## src/rtl/interrupt_controller_pkg.sv

```systemverilog
// Shared definitions for the interrupt controller.
//   state_e          : request/service handshake states
//   *_OFF            : register byte offsets from the window base
//   ACTIVE_VALID_BIT : "in service" flag position in the ACTIVE register
package irq_pkg;

  typedef enum logic [1:0] {
    IDLE    = 2'd0,
    REQ     = 2'd1,
    SERVICE = 2'd2
  } state_e;

  localparam logic [3:0] PEND_OFF   = 4'd0;
  localparam logic [3:0] MASK_OFF   = 4'd4;
  localparam logic [3:0] ACTIVE_OFF = 4'd8;
  localparam logic [3:0] EOI_OFF    = 4'd12;

  localparam int ACTIVE_VALID_BIT = 31;

endpackage

```

## src/rtl/interrupt_controller_priority_encoder.sv

```systemverilog
// Lowest-index-wins priority encoder.
//   vec_i : request vector (bit 0 = highest priority)
//   idx_o : index of the lowest set bit, 0 when none set
//   any_o : at least one bit of vec_i is set
module priority_encoder #(
  parameter int N = 4
) (
  input  logic [N-1:0] vec_i,
  output logic [2:0]   idx_o,
  output logic         any_o
);

  // Scan from the top down so the last assignment is the lowest set bit.
  always_comb begin
    idx_o = 3'd0;
    for (int i = N - 1; i >= 0; i--) begin
      if (vec_i[i]) idx_o = 3'(i);
    end
  end

  assign any_o = |vec_i;

endmodule

```

## src/rtl/interrupt_controller.sv

```systemverilog
// Memory-mapped interrupt controller.
//   clock, reset (async, active-low)
//   irq_src            : level request lines, bit 0 = cycle timer
//   address/data       : processor bus, MemRead/MemWrite strobes
//   InterruptTaken     : processor has vectored to the handler
//   rdata, CtrlAddress : register read data and window-hit flag
//   InterruptReq/Cause : request to the processor and selected source
// Register window: PENDING (W1C), MASK (RW), ACTIVE (RO), EOI (WO).
module interrupt_controller
  import irq_pkg::*;
#(
  parameter int          NUM_SRC   = 4,
  parameter logic [31:0] BASE_ADDR = 32'hffff0080
) (
  input  logic               clock,
  input  logic               reset,
  input  logic [NUM_SRC-1:0] irq_src,
  input  logic [31:0]        address,
  input  logic [31:0]        data,
  input  logic               MemRead,
  input  logic               MemWrite,
  input  logic               InterruptTaken,
  output logic [31:0]        rdata,
  output logic               CtrlAddress,
  output logic               InterruptReq,
  output logic [2:0]         InterruptCause
);

  state_e             state_q, state_d;
  logic [NUM_SRC-1:0] src_q;
  logic [NUM_SRC-1:0] pending_q, pending_d;
  logic [NUM_SRC-1:0] mask_q, mask_d;
  logic [2:0]         cause_q, cause_d;
  logic               active_q, active_d;
  logic               req_q, req_d;

  logic [31:0]        off_w;
  logic [3:0]         word_off;
  logic               wr_pend, wr_mask, wr_eoi;
  logic [NUM_SRC-1:0] rise, wclr, pend_raw, cause_bit;
  logic [2:0]         win_idx;
  logic               win_any;
  logic               keep_req;
  logic               unused_ok;

  // Subtraction wraps addresses below the base to large values, so one
  // unsigned compare covers both ends of the window.
  assign off_w       = address - BASE_ADDR;
  assign CtrlAddress = (off_w <= 32'd12);
  assign word_off    = {off_w[3:2], 2'b00};

  assign wr_pend = MemWrite && CtrlAddress && (word_off == PEND_OFF);
  assign wr_mask = MemWrite && CtrlAddress && (word_off == MASK_OFF);
  assign wr_eoi  = MemWrite && CtrlAddress && (word_off == EOI_OFF);

  assign rise      = irq_src & ~src_q;
  assign wclr      = wr_pend ? data[NUM_SRC-1:0] : '0;
  // Edge is OR-ed in last so a same-cycle set beats a software clear.
  assign pend_raw  = (pending_q & ~wclr) | rise;
  assign mask_d    = wr_mask ? data[NUM_SRC-1:0] : mask_q;
  assign cause_bit = NUM_SRC'(1) << cause_q;

  // Looks at next-cycle pending/mask so a software mask or clear in REQ
  // drops the request on the following cycle.
  assign keep_req = |(pend_raw & mask_d & cause_bit);

  priority_encoder #(.N(NUM_SRC)) u_prio (
    .vec_i (pending_q & mask_q),
    .idx_o (win_idx),
    .any_o (win_any)
  );

  always_comb begin
    state_d   = state_q;
    cause_d   = cause_q;
    active_d  = active_q;
    pending_d = pend_raw;
    case (state_q)
      IDLE: begin
        if (win_any) begin
          state_d = REQ;
          cause_d = win_idx;
        end
      end
      REQ: begin
        if (InterruptTaken) begin
          state_d   = SERVICE;
          active_d  = 1'b1;
          pending_d = (pending_q & ~wclr & ~cause_bit) | rise;
        end else if (!keep_req) begin
          state_d = IDLE;
        end
      end
      SERVICE: begin
        if (wr_eoi) begin
          state_d  = IDLE;
          active_d = 1'b0;
        end
      end
      default: state_d = IDLE;
    endcase
  end

  assign req_d = (state_d == REQ);

  always_ff @(posedge clock or negedge reset) begin
    if (!reset) begin
      state_q   <= IDLE;
      src_q     <= '0;
      pending_q <= '0;
      mask_q    <= '0;
      cause_q   <= 3'd0;
      active_q  <= 1'b0;
      req_q     <= 1'b0;
    end else begin
      state_q   <= state_d;
      src_q     <= irq_src;
      pending_q <= pending_d;
      mask_q    <= mask_d;
      cause_q   <= cause_d;
      active_q  <= active_d;
      req_q     <= req_d;
    end
  end

  assign InterruptReq   = req_q;
  assign InterruptCause = cause_q;

  always_comb begin
    rdata = '0;
    if (CtrlAddress) begin
      case (word_off)
        PEND_OFF: rdata[NUM_SRC-1:0] = pending_q;
        MASK_OFF: rdata[NUM_SRC-1:0] = mask_q;
        ACTIVE_OFF: begin
          if (active_q) begin
            rdata[ACTIVE_VALID_BIT] = 1'b1;
            rdata[2:0]              = cause_q;
          end
        end
        default: rdata = '0;
      endcase
    end
  end

  // Reads have no side effects and upper data bits are don't-care.
  assign unused_ok = ^{MemRead, data[31:NUM_SRC]};

endmodule

```

## config.mk

```make
export PLATFORM = sky130hd
export DESIGN_NAME = interrupt_controller
export DESIGN_NICKNAME = d
export VERILOG_FILES = /design/src/rtl/interrupt_controller_pkg.sv /design/src/rtl/interrupt_controller_priority_encoder.sv /design/src/rtl/interrupt_controller.sv
export SDC_FILE = /design/constraint.sdc
export NUM_CORES = 1
export LEC_CHECK = 0
export ABC_AREA = 1
export CORE_ASPECT_RATIO = 0.6
export CORE_UTILIZATION = 38
export CTS_CLUSTER_SIZE = 14
export DETAILED_ROUTE_END_ITERATION = 7
export MAX_ROUTING_LAYER = met4
export PLACE_DENSITY = 0.78
export SYNTH_ARGS = -nofsm -noshare
export SYNTH_HDL_FRONTEND = slang
export SYNTH_SLANG_ARGS = --single-unit
```

## constraint.sdc

```tcl
create_clock -name clock -period 1.8 [get_ports clock]
set_input_delay 0.18 -clock clock [delete_from_list [all_inputs] [get_ports clock]]
set_output_delay 0.18 -clock clock [all_outputs]
set_load 0.005 [all_outputs]
```

==> results.cfg <==
[status]
status = finished, violations left
violations = design-rule violations, negative setup slack

[layout]
drive_gt1_share_pct = 43.4
area.growth.synth_to_final_pct = 84.6
layout.cells.non_filler = 693
diodes = 0
final_util_pct = 75.2
final_nets = 688
fillers = 355
finish.instance_area_um2 = 4330

[die]
die_w_um = 103
rows = 21
initial_core_util_pct = 40.7
core_um2 = 5750
die_y_um = 62.8
ioPinCount = 110
dieArea_um2 = 6500

[power]
p_switching_mw = 0.961
switching_share_pct = 46.2
static-leakage-power_nw = 2.37
p_int_mw = 1.12
combPwrFrac_pct = 55.2
power.density_nw_per_um2 = 481
p_seq_share_pct = 28.2
ir_drop_uv = 409
total_power_mw = 2.08
clkPwrFrac_pct = 16.6

[detailed_routing]
drt_wl_total_mm = 13.8
drcViolationCount = 14
antenna_left = 0
drt_iter0_markers = 779
drtPass1Iterations = 8
num_vias = 4134
routed_via_density = 5.97
wl_per_cell_um = 19.9

[synthesis]
synth_cell_types = 29
yosysTopAreaCellShare_pct = 22.4
postSynthRegisterBits = 18
synth_edf_count = 0
synth_ff_type = dfrtp_1
syn-cell-area_um2 = 2340
avgSynthCellArea_um2 = 5.51
yosys-top-cells-count = nand2_1, inv_1, nor2_1, nand3_1, buf_4
ys_warn_count = 0
synth_top_cell_by_area = nand2_1
synthCells = 425
ys_seq_area_share_pct = 19.2
yosysMostFrequentCell = nand2_1
synth_area_leaders = nand2_1, dfrtp_1, inv_1, buf_4, nor2_1
async_flop_share_pct = 100

[critical_path]
critPathMaxFanout = 4
crit_type = in -> reg
path_depth = 20
cp_top_family = simple AND/OR/NAND/NOR gates
worstPathCellList = clkdlybuf4s15_2, nand2_1, inv_1, nand2_2, nor2_4, nand4_1, nand2_1, buf_4, buf_4, nand3_1, nor2_4, nand3_2, nor2_4, nand3_2, nand2_2, nand2_1, nand2_1, nand2_1, o21ai_2, nand2_1
path_common_cell = nand2_1
slowest_stage = nand4_1
path_buf_inv = 4
r2r_slack_ps = 310
r2r_cells = 6
end_kind = flip-flop
cp-start-kind = input port
cp_slowest_stage_delay_ps = 330
required_ps = 1940
cp.arrival_ps = 2930

[global_route]
antenna_found_initial = 0
grt_pass1_wl_mm = 18.4
grt_pass1_vias = 3745
grt_start_max_net_pins = 19
grt_usage_pct = 38.4
grt_overflow = 0

[sta]
fin_crit_ps = 2790
finalWorstSetupSlack_ps = -988
hold_slack_ps = 257
final-hold-violation-count = 0
finalMaxSlewViolations = 0
fmax_mhz = 359
rsz0062_at_grt = true
finalClockSkew_ps = 1.97
setup_viol = 18
fin_crit_sh_pct = 155

[place]
port_buffers = 52
gp_congestion = 0.930
place_area_um2 = 3400
place_inst = 619
hpwl_mm = 6.45

[clocking]
clock-sinks = 18
cts_made_buffers = 3
path_clk_slew_ps = 70
root_buffer = clkbuf_8
clkLatencyLatePin_ps = 260
cts_buffer_depth = 2
cts_tree = done
htree_levels = 1

[hold_path]
hold_class = in -> async

[job]
cap_violations = 0
[area by class of cell]
cell class / count / area [um^2] / area share (%)
tap: 80 / 100 / 2.31
timing repair buffer: 186 / 1540 / 35.6
inverter: 80 / 333 / 7.69
clock buffer: 4 / 55.1 / 1.27
sequential: 18 / 450 / 10.4
multi-input combinational: 325 / 1850 / 42.8
[power groups by stage]
stage,registers (mW),logic (mW),clock network [mW]
2_1_floorplan,0.550,0.466,0
3_3_place_gp,0.560,0.802,0
3_5_place_dp,0.562,0.828,0
4_1_cts,0.557,0.934,0.340
5_1_grt,0.586,1.20,0.358
6_report,0.588,1.15,0.345
[worst paths after layout]
| check | endpoint | startpoint |
|---|---|---|
| max in group asynchronous | mask_q[0] | reset |
| hold reg to reg | pending_q[3] | src_q[3] |
| setup / recovery | InterruptReq | address[23] |
| hold / removal | src_q[1] | reset |
| setup reg to reg | InterruptCause[1] | mask_q[2] |
| min in group clock | src_q[1] | irq_src[1] |
[placed cells by master (no fill, tap or decap), types with 2 or more instances in the layout]
| cell type | count |
|---|---|
| buf_4 | 120 |
| nand2_1 | 112 |
| inv_1 | 61 |
| nor2_1 | 42 |
| conb_1 | 28 |
| nand2_2 | 25 |
| nand3_1 | 22 |
| dfrtp_1 | 18 |
| nand4_1 | 17 |
| nor2_4 | 15 |
| clkdlybuf4s50_1 | 15 |
| buf_6 | 15 |
| buf_2 | 14 |
| inv_2 | 13 |
| dlygate4sd2_1 | 12 |
| nand3_2 | 11 |
| nor2_2 | 10 |
| nand2_4 | 7 |
| o21ai_1 | 5 |
| o21ai_0 | 4 |
| clkbuf_8 | 4 |
| buf_12 | 4 |
| inv_4 | 3 |
| o21ai_2 | 3 |
| nand3_4 | 3 |
| nand3b_1 | 3 |
| inv_12 | 2 |
| nor3_2 | 2 |
| xor2_2 | 2 |
| o21a_1 | 2 |
| clkdlybuf4s15_2 | 2 |
| clkbuf_2 | 2 |
| buf_8 | 2 |
[what timing repair did]
item / CTS / global route
hold buffers: 0 / 0
cloned: 1 / 0
setup endpoints to repair: 18 / 18
hold endpoints to repair: 0 / 0
pin swaps: 70 / 34
gates resized for setup: 199 / 41
setup buffers: 62 / 13
[through the flow]
step / setup WS, ps / TNS, ps
2_1_floorplan: -156 / -309
3_3_place_gp: -1190 / -17590
3_5_place_dp: -1230 / -18580
4_1_cts: -418 / -3370
5_1_grt: -1080 / -13750
6_report: -988 / -12280
[state kept, by name, indices dropped and copies added, names as in the netlist]
| signal | flops |
|---|---|
| mask_q | 4 |
| pending_q | 4 |
| src_q | 4 |
| InterruptCause | 2 |
| state_q | 2 |
| InterruptReq | 1 |
| active_q | 1 |
[per-layer routing]
| layer | global-route usage, % | vias up | share of wire (%) |
|---|---|---|---|
| met5 | - | - | 0 |
| met4 | 21.7 | 0 | 10 |
| met3 | 11.1 | 207 | 16 |
| met2 | 57.2 | 500 | 40 |
| met1 | 45.9 | 1798 | 34 |
| li1 | - | 1629 | - |
[kinds of logic (layout without fill, tap and decap cells)]
group           Yosys count  after routing  synth area share (%)
flops                    18             18                  19.2
other cells               1             28                 0.160
xor+xnor                  3              3                  1.12
simple gates            274            275                  52.2
fa+ha+maj                 1              1                 0.534
compound gates           18             18                  4.54
buf+inv                 110            270                  22.3
Note: power is estimated with default switching activity, not from simulation.
